--- src/rtl/cpu_pkg.sv ---
// cpu_pkg: shared constants and types for the fetch front end.
// Also used by the store buffer.
package cpu_pkg;

  localparam logic [31:0] RESET_VEC = 32'hBFC00000;
  localparam logic [31:0] EXC_VEC   = 32'hBFC00380;

  typedef struct packed {
    logic [31:0] pc;
    logic [31:0] inst;
    logic        adel;
  } fetch_entry_t;

  typedef enum logic {
    ST_BOOT,
    ST_RUN
  } ifq_state_e;

endpackage

--- src/rtl/sync_fifo.sv ---
// sync_fifo: power-of-two synchronous FIFO with clear.
// Push while full is accepted only together with a pop.
module sync_fifo #(
  parameter int WIDTH = 32,
  parameter int DEPTH = 4
) (
  input  logic                     clk,
  input  logic                     rst_n,
  input  logic                     i_clr,
  input  logic                     i_push,
  input  logic                     i_pop,
  input  logic [WIDTH-1:0]         i_wdata,
  output logic [WIDTH-1:0]         o_rdata,
  output logic                     o_full,
  output logic                     o_empty,
  output logic [$clog2(DEPTH):0]   o_count
);

  localparam int AW = $clog2(DEPTH);
  localparam int CW = AW + 1;

  logic [WIDTH-1:0] r_mem [DEPTH];
  logic [AW-1:0]    r_wptr;
  logic [AW-1:0]    r_rptr;
  logic [CW-1:0]    r_count;
  logic             w_push;
  logic             w_pop;

  assign o_empty = (r_count == '0);
  assign o_full  = (r_count == CW'(DEPTH));
  assign o_count = r_count;
  assign o_rdata = r_mem[r_rptr];
  assign w_pop   = i_pop && !o_empty;
  assign w_push  = i_push && (!o_full || w_pop);

  always_ff @(posedge clk or negedge rst_n) begin
    if (!rst_n) begin
      r_wptr  <= '0;
      r_rptr  <= '0;
      r_count <= '0;
      for (int i = 0; i < DEPTH; i++) r_mem[i] <= '0;
    end else if (i_clr) begin
      r_wptr  <= '0;
      r_rptr  <= '0;
      r_count <= '0;
    end else begin
      if (w_push) begin
        r_mem[r_wptr] <= i_wdata;
        r_wptr        <= r_wptr + 1'b1;
      end
      if (w_pop) r_rptr <= r_rptr + 1'b1;
      r_count <= r_count + CW'(w_push) - CW'(w_pop);
    end
  end

endmodule

--- src/rtl/if_fetch_queue.sv ---
// if_fetch_queue: fetch address generator + instruction queue to ID.
// Define IFQ_BYPASS_EN to forward a response straight to out_* when empty.
module if_fetch_queue
  import cpu_pkg::*;
#(
  parameter int          DEPTH    = 4,
  parameter logic [31:0] RESET_PC = RESET_VEC,
  parameter logic [31:0] PC_STEP  = 32'd4
) (
  input  logic        clk,
  input  logic        resetn,
  output logic        inst_sram_en,
  output logic [3:0]  inst_sram_wen,
  output logic [31:0] inst_sram_addr,
  output logic [31:0] inst_sram_wdata,
  input  logic [31:0] inst_sram_rdata,
  input  logic        br_take,
  input  logic [31:0] br_target,
  input  logic        exc_take,
  input  logic [31:0] exc_target,
  output logic        out_valid,
  input  logic        out_ready,
  output logic [31:0] out_pc,
  output logic [31:0] out_inst,
  output logic        out_adel
);

  localparam int CW = $clog2(DEPTH) + 1;

  ifq_state_e   r_state;
  logic [31:0]  r_pc;
  logic [31:0]  r_req_pc;
  logic         r_inflight;
  logic         r_req_epoch;
  logic         r_req_adel;
  logic         r_epoch;

  logic         w_redir;
  logic [31:0]  w_tgt;
  logic [31:0]  w_fpc;
  logic         w_misal;
  logic         w_run;
  logic         w_pop;
  logic         w_credit;
  logic         w_issue;
  logic         w_resp;
  logic         w_fpush;
  logic         w_fpop;
  logic         w_full;
  logic         w_empty;
  logic [CW-1:0] w_count;
  fetch_entry_t w_resp_e;
  fetch_entry_t w_head;
  fetch_entry_t w_out;

  assign w_redir  = exc_take | br_take;
  assign w_tgt    = exc_take ? exc_target : br_target;
  assign w_fpc    = w_redir ? w_tgt : r_pc;
  assign w_misal  = (w_fpc[1:0] != 2'b00);
  assign w_run    = (r_state == ST_RUN);
  assign w_pop    = out_valid && out_ready;
  // In-flight request owns a slot so its response can never be lost.
  assign w_credit = (!w_full && ((w_count + CW'(r_inflight)) < CW'(DEPTH)))
                  || w_pop;
  assign w_issue  = w_run && (w_redir || w_credit);

  assign inst_sram_en    = w_issue && !w_misal;
  assign inst_sram_addr  = w_fpc;
  assign inst_sram_wen   = 4'b0;
  assign inst_sram_wdata = 32'b0;

  assign w_resp   = r_inflight && (r_req_epoch == r_epoch) && !w_redir;
  assign w_resp_e = '{pc:   r_req_pc,
                      inst: r_req_adel ? 32'b0 : inst_sram_rdata,
                      adel: r_req_adel};

`ifdef IFQ_BYPASS_EN
  assign out_valid = !w_empty || w_resp;
  assign w_out     = (w_empty && w_resp) ? w_resp_e : w_head;
  assign w_fpush   = w_resp && !(w_empty && out_ready);
`else
  assign out_valid = !w_empty;
  assign w_out     = w_head;
  assign w_fpush   = w_resp;
`endif
  assign w_fpop    = w_pop && !w_empty;

  assign out_pc   = w_out.pc;
  assign out_inst = w_out.inst;
  assign out_adel = w_out.adel;

  sync_fifo #(
    .WIDTH ($bits(fetch_entry_t)),
    .DEPTH (DEPTH)
  ) u_fifo (
    .clk     (clk),
    .rst_n   (resetn),
    .i_clr   (w_redir),
    .i_push  (w_fpush),
    .i_pop   (w_fpop),
    .i_wdata (w_resp_e),
    .o_rdata (w_head),
    .o_full  (w_full),
    .o_empty (w_empty),
    .o_count (w_count)
  );

  always_ff @(posedge clk or negedge resetn) begin
    if (!resetn) begin
      r_state     <= ST_BOOT;
      r_pc        <= RESET_PC;
      r_req_pc    <= '0;
      r_inflight  <= 1'b0;
      r_req_epoch <= 1'b0;
      r_req_adel  <= 1'b0;
      r_epoch     <= 1'b0;
    end else begin
      unique case (r_state)
        ST_BOOT: r_state <= ST_RUN;
        ST_RUN:  r_state <= ST_RUN;
        default: r_state <= ST_BOOT;
      endcase
      r_inflight <= w_issue;
      if (w_redir) begin
        r_epoch <= ~r_epoch;
        r_pc    <= w_tgt;
      end
      if (w_issue) begin
        r_pc        <= w_fpc + PC_STEP;
        r_req_pc    <= w_fpc;
        r_req_epoch <= w_redir ? ~r_epoch : r_epoch;
        r_req_adel  <= w_misal;
      end
    end
  end

endmodule

--- config.mk ---
export PLATFORM = sky130hd
export DESIGN_NAME = if_fetch_queue
export DESIGN_NICKNAME = d
export VERILOG_FILES = /design/src/rtl/cpu_pkg.sv /design/src/rtl/sync_fifo.sv /design/src/rtl/if_fetch_queue.sv
export SDC_FILE = /design/constraint.sdc
export NUM_CORES = 1
export LEC_CHECK = 0
export BUFFER_PORTS_ARGS = -buffer_cell sky130_fd_sc_hd__buf_2
export CORE_ASPECT_RATIO = 0.6
export CORE_MARGIN = 4
export CORE_UTILIZATION = 40
export DETAILED_ROUTE_END_ITERATION = 12
export GPL_TIMING_DRIVEN = 0
export PLACE_DENSITY = 0.66
export SLEW_MARGIN = 20
export SYNTH_ARGS = -nofsm -noshare
export SYNTH_HDL_FRONTEND = slang
export SYNTH_SLANG_ARGS = --single-unit
export TNS_END_PERCENT = 1
--- constraint.sdc ---
create_clock -name clk -period 2.6 [get_ports clk]
set_input_delay 0.52 -clock clk [delete_from_list [all_inputs] [get_ports clk]]
set_output_delay 0.52 -clock clk [all_outputs]
set_load 0.005 [all_outputs]
==> results.py <==
metrics = {
    "routing": {
        "drtIter0Drc": 808,
        "drcViolationCount": 0,
        "routedWlPerCell_um": 20.49,
        "viasPerCell": 5.139,
        "vias": 10540,
        "drtPass1Iterations": 5,
        "drt_wl_total_um": 42030,
        "final_antenna_net_count": 0,
    },
    "logic_synthesis": {
        "ys_types": 44,
        "ys.flop_type": "dfrtp_1",
        "synth-seq-area-share": 0.5516,
        "async_reset_ff_frac": 1.000,
        "synthTopCellsByArea": "dfrtp_1, mux2_2, mux4_2",
        "yosys_warnings": 0,
        "synth.avg_cell_area_um2": 12.37,
        "synthXorXnorAreaFrac": 0.02008,
        "synth_top_family_by_area": "multiplexers",
        "muxShareOfSynthArea": 0.2311,
        "synthAdderAreaFrac": 0.007049,
        "netlist_instances": 1234,
        "synth-simple-area-share": 0.08385,
        "synth_edf_count": 0,
        "netlist_area_mm2": 0.01526,
        "ys_ff_latch": 336,
        "synth_compound_area_frac": 0.05803,
        "synth_top_area_cell": "dfrtp_1",
        "netlist.area_leader.share": 0.5361,
    },
    "pwr": {
        "p_clk_frac": 0.335,
        "powerDensity_mw_per_mm2": 791.7,
        "p_seq_frac": 0.455,
        "switching_share": 0.2715,
        "comb_power_share": 0.210,
        "intPower_mw": 10.65,
        "leakagePower_nw": 8.724,
        "net-switching-power_mw": 3.971,
        "vdd_drop_max_v": 0.0004543,
    },
    "placed_design": {
        "hpwl_um": 29890,
        "gp_congestion": 0.7860,
        "io_buffers": 197,
    },
    "finish": {
        "final_common_cell": "dfrtp_1",
        "drive_gt1_frac": 0.3804,
        "nNetsFinal": 1618,
        "syn_to_final_growth_pct": 21.00,
        "mostFrequentLayoutCells": "dfrtp_1, buf_2, nand2_1, o21ai_0, mux2_2",
    },
    "floorplanning": {
        "die_h_um": 159.3,
        "core-area_mm2": 0.03764,
        "die_area_mm2": 0.04145,
        "io_pins": 236,
        "start_util": 0.4055,
        "rows": 55,
        "die_x_um": 260.2,
    },
    "timing": {
        "final.setup.tns_ns": 0,
        "relSlewSlack": 0.4828,
        "setup_viol_count_final": 0,
        "period_minus_slack_ns": 2.577,
        "hold_viol_final": 0,
        "rsz0062_at_grt": "yes",
        "worstMarginPinSlew_ns": 0.7758,
        "fmax_ghz": 0.3881,
        "period_share": 0.9911,
        "holdWs_ns": 0.02533,
        "clock-skew-final_ns": 0.01705,
        "drv_slew": 0,
    },
    "cts": {
        "clk_path_buf_depth": 3,
        "cts.sinks": 336,
        "cts_tree": "done",
        "htree_levels": 2,
        "holdBufCountCts": 0,
        "clk_latency_ns": 0.52,
        "clk_pin_slew_ns": 0.06,
        "cts_root_buf": "clkbuf_16",
        "cts_buffers": 34,
    },
    "worst_setup_path": {
        "end_kind": "flip-flop",
        "critical-path-max-stage-delay_ns": 0.51,
        "required_ns": 3.02,
        "slowest_stage": "clkbuf_1",
        "cpMostUsedCell": "nand2_1",
        "start_kind": "flip-flop",
        "crit_fanout": 10,
        "reg2reg_slack_ns": 0.02,
        "critPathArrivalTime_ns": 3.00,
        "crit_type": "reg2reg",
        "path_cells": "nor4b_1 > nor2_2 > nand2_1 > buf_2 > clkbuf_1 > nand2_1 > o21ai_0",
    },
    "status": {
        "status": "finished clean",
    },
    "flow_run": {
        "max_cap_viol_count": 0,
    },
    "min_path": {
        "worstHoldPathType": "in2async",
    },
    "grt": {
        "grt_usage": 0.2023,
        "grt_pass1_vias": 11030,
        "grt_pass1_wl_um": 65230,
        "grt_max_degree": 101,
        "gr-total-overflow": 0,
        "antenna_found_initial": 9,
    },
}
[final timing paths]
path | cells past startpoint | start | endpoint
worst max-delay path | 7 | u_fifo.o_count[1] | u_fifo.r_mem[147]
worst min-delay path | 1 | resetn | u_fifo.r_mem[248]
worst max register to register | 7 | u_fifo.o_count[1] | u_fifo.r_mem[147]
worst min register to register | 2 | u_fifo.r_mem[12] | u_fifo.r_mem[12]
max in group asynchronous | 3 | resetn | u_fifo.r_mem[217]
min in group clk | 3 | inst_sram_rdata[8] | u_fifo.r_mem[204]
[power by group through the flow]
stage / Clock, mW / Combinational, mW / Sequential (mW)
6_report: 4.90 / 3.07 / 6.65
5_1_grt: 5.24 / 3.39 / 6.75
4_1_cts: 5.01 / 3.11 / 6.64
3_5_place_dp: 0 / 3.07 / 6.72
3_3_place_gp: 0 / 2.97 / 6.67
2_1_floorplan: 0 / 1.84 / 6.54
[repair_timing]
item	4_1_cts	5_1_grt
pin swaps	1	0
setup buffers	5	0
endpoints found under the setup margin	209	230
gates resized for setup	53	38
[flip-flops by register name (all words and copies together) (netlist names)]
register        count
r_epoch             1
r_state             1
u_fifo.o_count      3
r_inflight          1
u_fifo.r_rptr       2
r_req_adel          1
u_fifo.r_mem      260
r_req_pc           32
r_req_epoch         1
r_pc               32
u_fifo.r_wptr       2
[stage by stage]
stage	instance area (um2)	power (mW)	util	worst slack (ns)	instances
after CTS	18360	14.76	0.4878	-0.05047	2043
after global routing	18470	15.38	0.4907	-0.1143	2051
final	18470	14.62	0.4907	0.02305	2051
after global placement	17020	9.642	0.4523	-5.316	1979
after detailed placement	17120	9.792	0.4547	-0.5585	1982
after floorplan	15400	8.380	-	0.1981	1269
[logic make-up (layout without fill, tap and decap cells)]
group	count (synthesis)	in the layout
compound gates	170	170
xor+xnor	35	35
fa+ha+maj	8	8
buf+inv	147	408
flops	336	336
mux	252	252
other cells	2	45
simple gates	284	284
[worst max-delay path, delay by kind of cell, from the launching register on]
family,cells,cell delay (ns)
flops,1,0.47
simple gates,4,0.99
compound gates,1,0.11
buf+inv,2,0.91
[synth_stat cells (all sizes together) (2+ instances only)]
| master | count |
|---|---|
| clkbuf | 50 |
| xor2 | 6 |
| inv | 34 |
| nor2 | 17 |
| o21ai | 161 |
| nor4 | 10 |
| conb | 2 |
| mux2 | 154 |
| ha | 7 |
| or3 | 2 |
| nor3 | 12 |
| dfrtp | 327 |
| or2 | 2 |
| mux4 | 65 |
| nand2b | 32 |
| o21a | 2 |
| nand2 | 195 |
| xnor2 | 29 |
| mux2i | 33 |
| dfstp | 9 |
| and4 | 2 |
| nand3 | 6 |
| a21oi | 3 |
| buf | 63 |
[area by class of cell]
cell class                      count  area [um2]
Clock buffer                       48        1005
Tap cell                          513       641.9
Sequential cell                   336        8423
Buffer                            112       726.9
Multi-Input combinational cell    786        6307
Timing Repair Buffer              205        1120
Clock inverter                      9       98.84
Inverter                           34       127.6
Antenna cell                        8       20.02
Fill cell                        3391       19170
[routing by layer]
| metal | GRT usage | routed length (um) | vias to the layer above | part of all wire |
|---|---|---|---|---|
| met3 | 0.04308 | 2231 | 60 | 0.053 |
| met4 | 0.06020 | 1038 | 2 | 0.025 |
| li1 | - | - | 4772 | - |
| met2 | 0.3052 | 19440 | 227 | 0.46 |
| met1 | 0.2965 | 19310 | 5480 | 0.46 |
| met5 | 0 | 14 | - | 0.00033 |
Power figures use the tool's default switching activity.
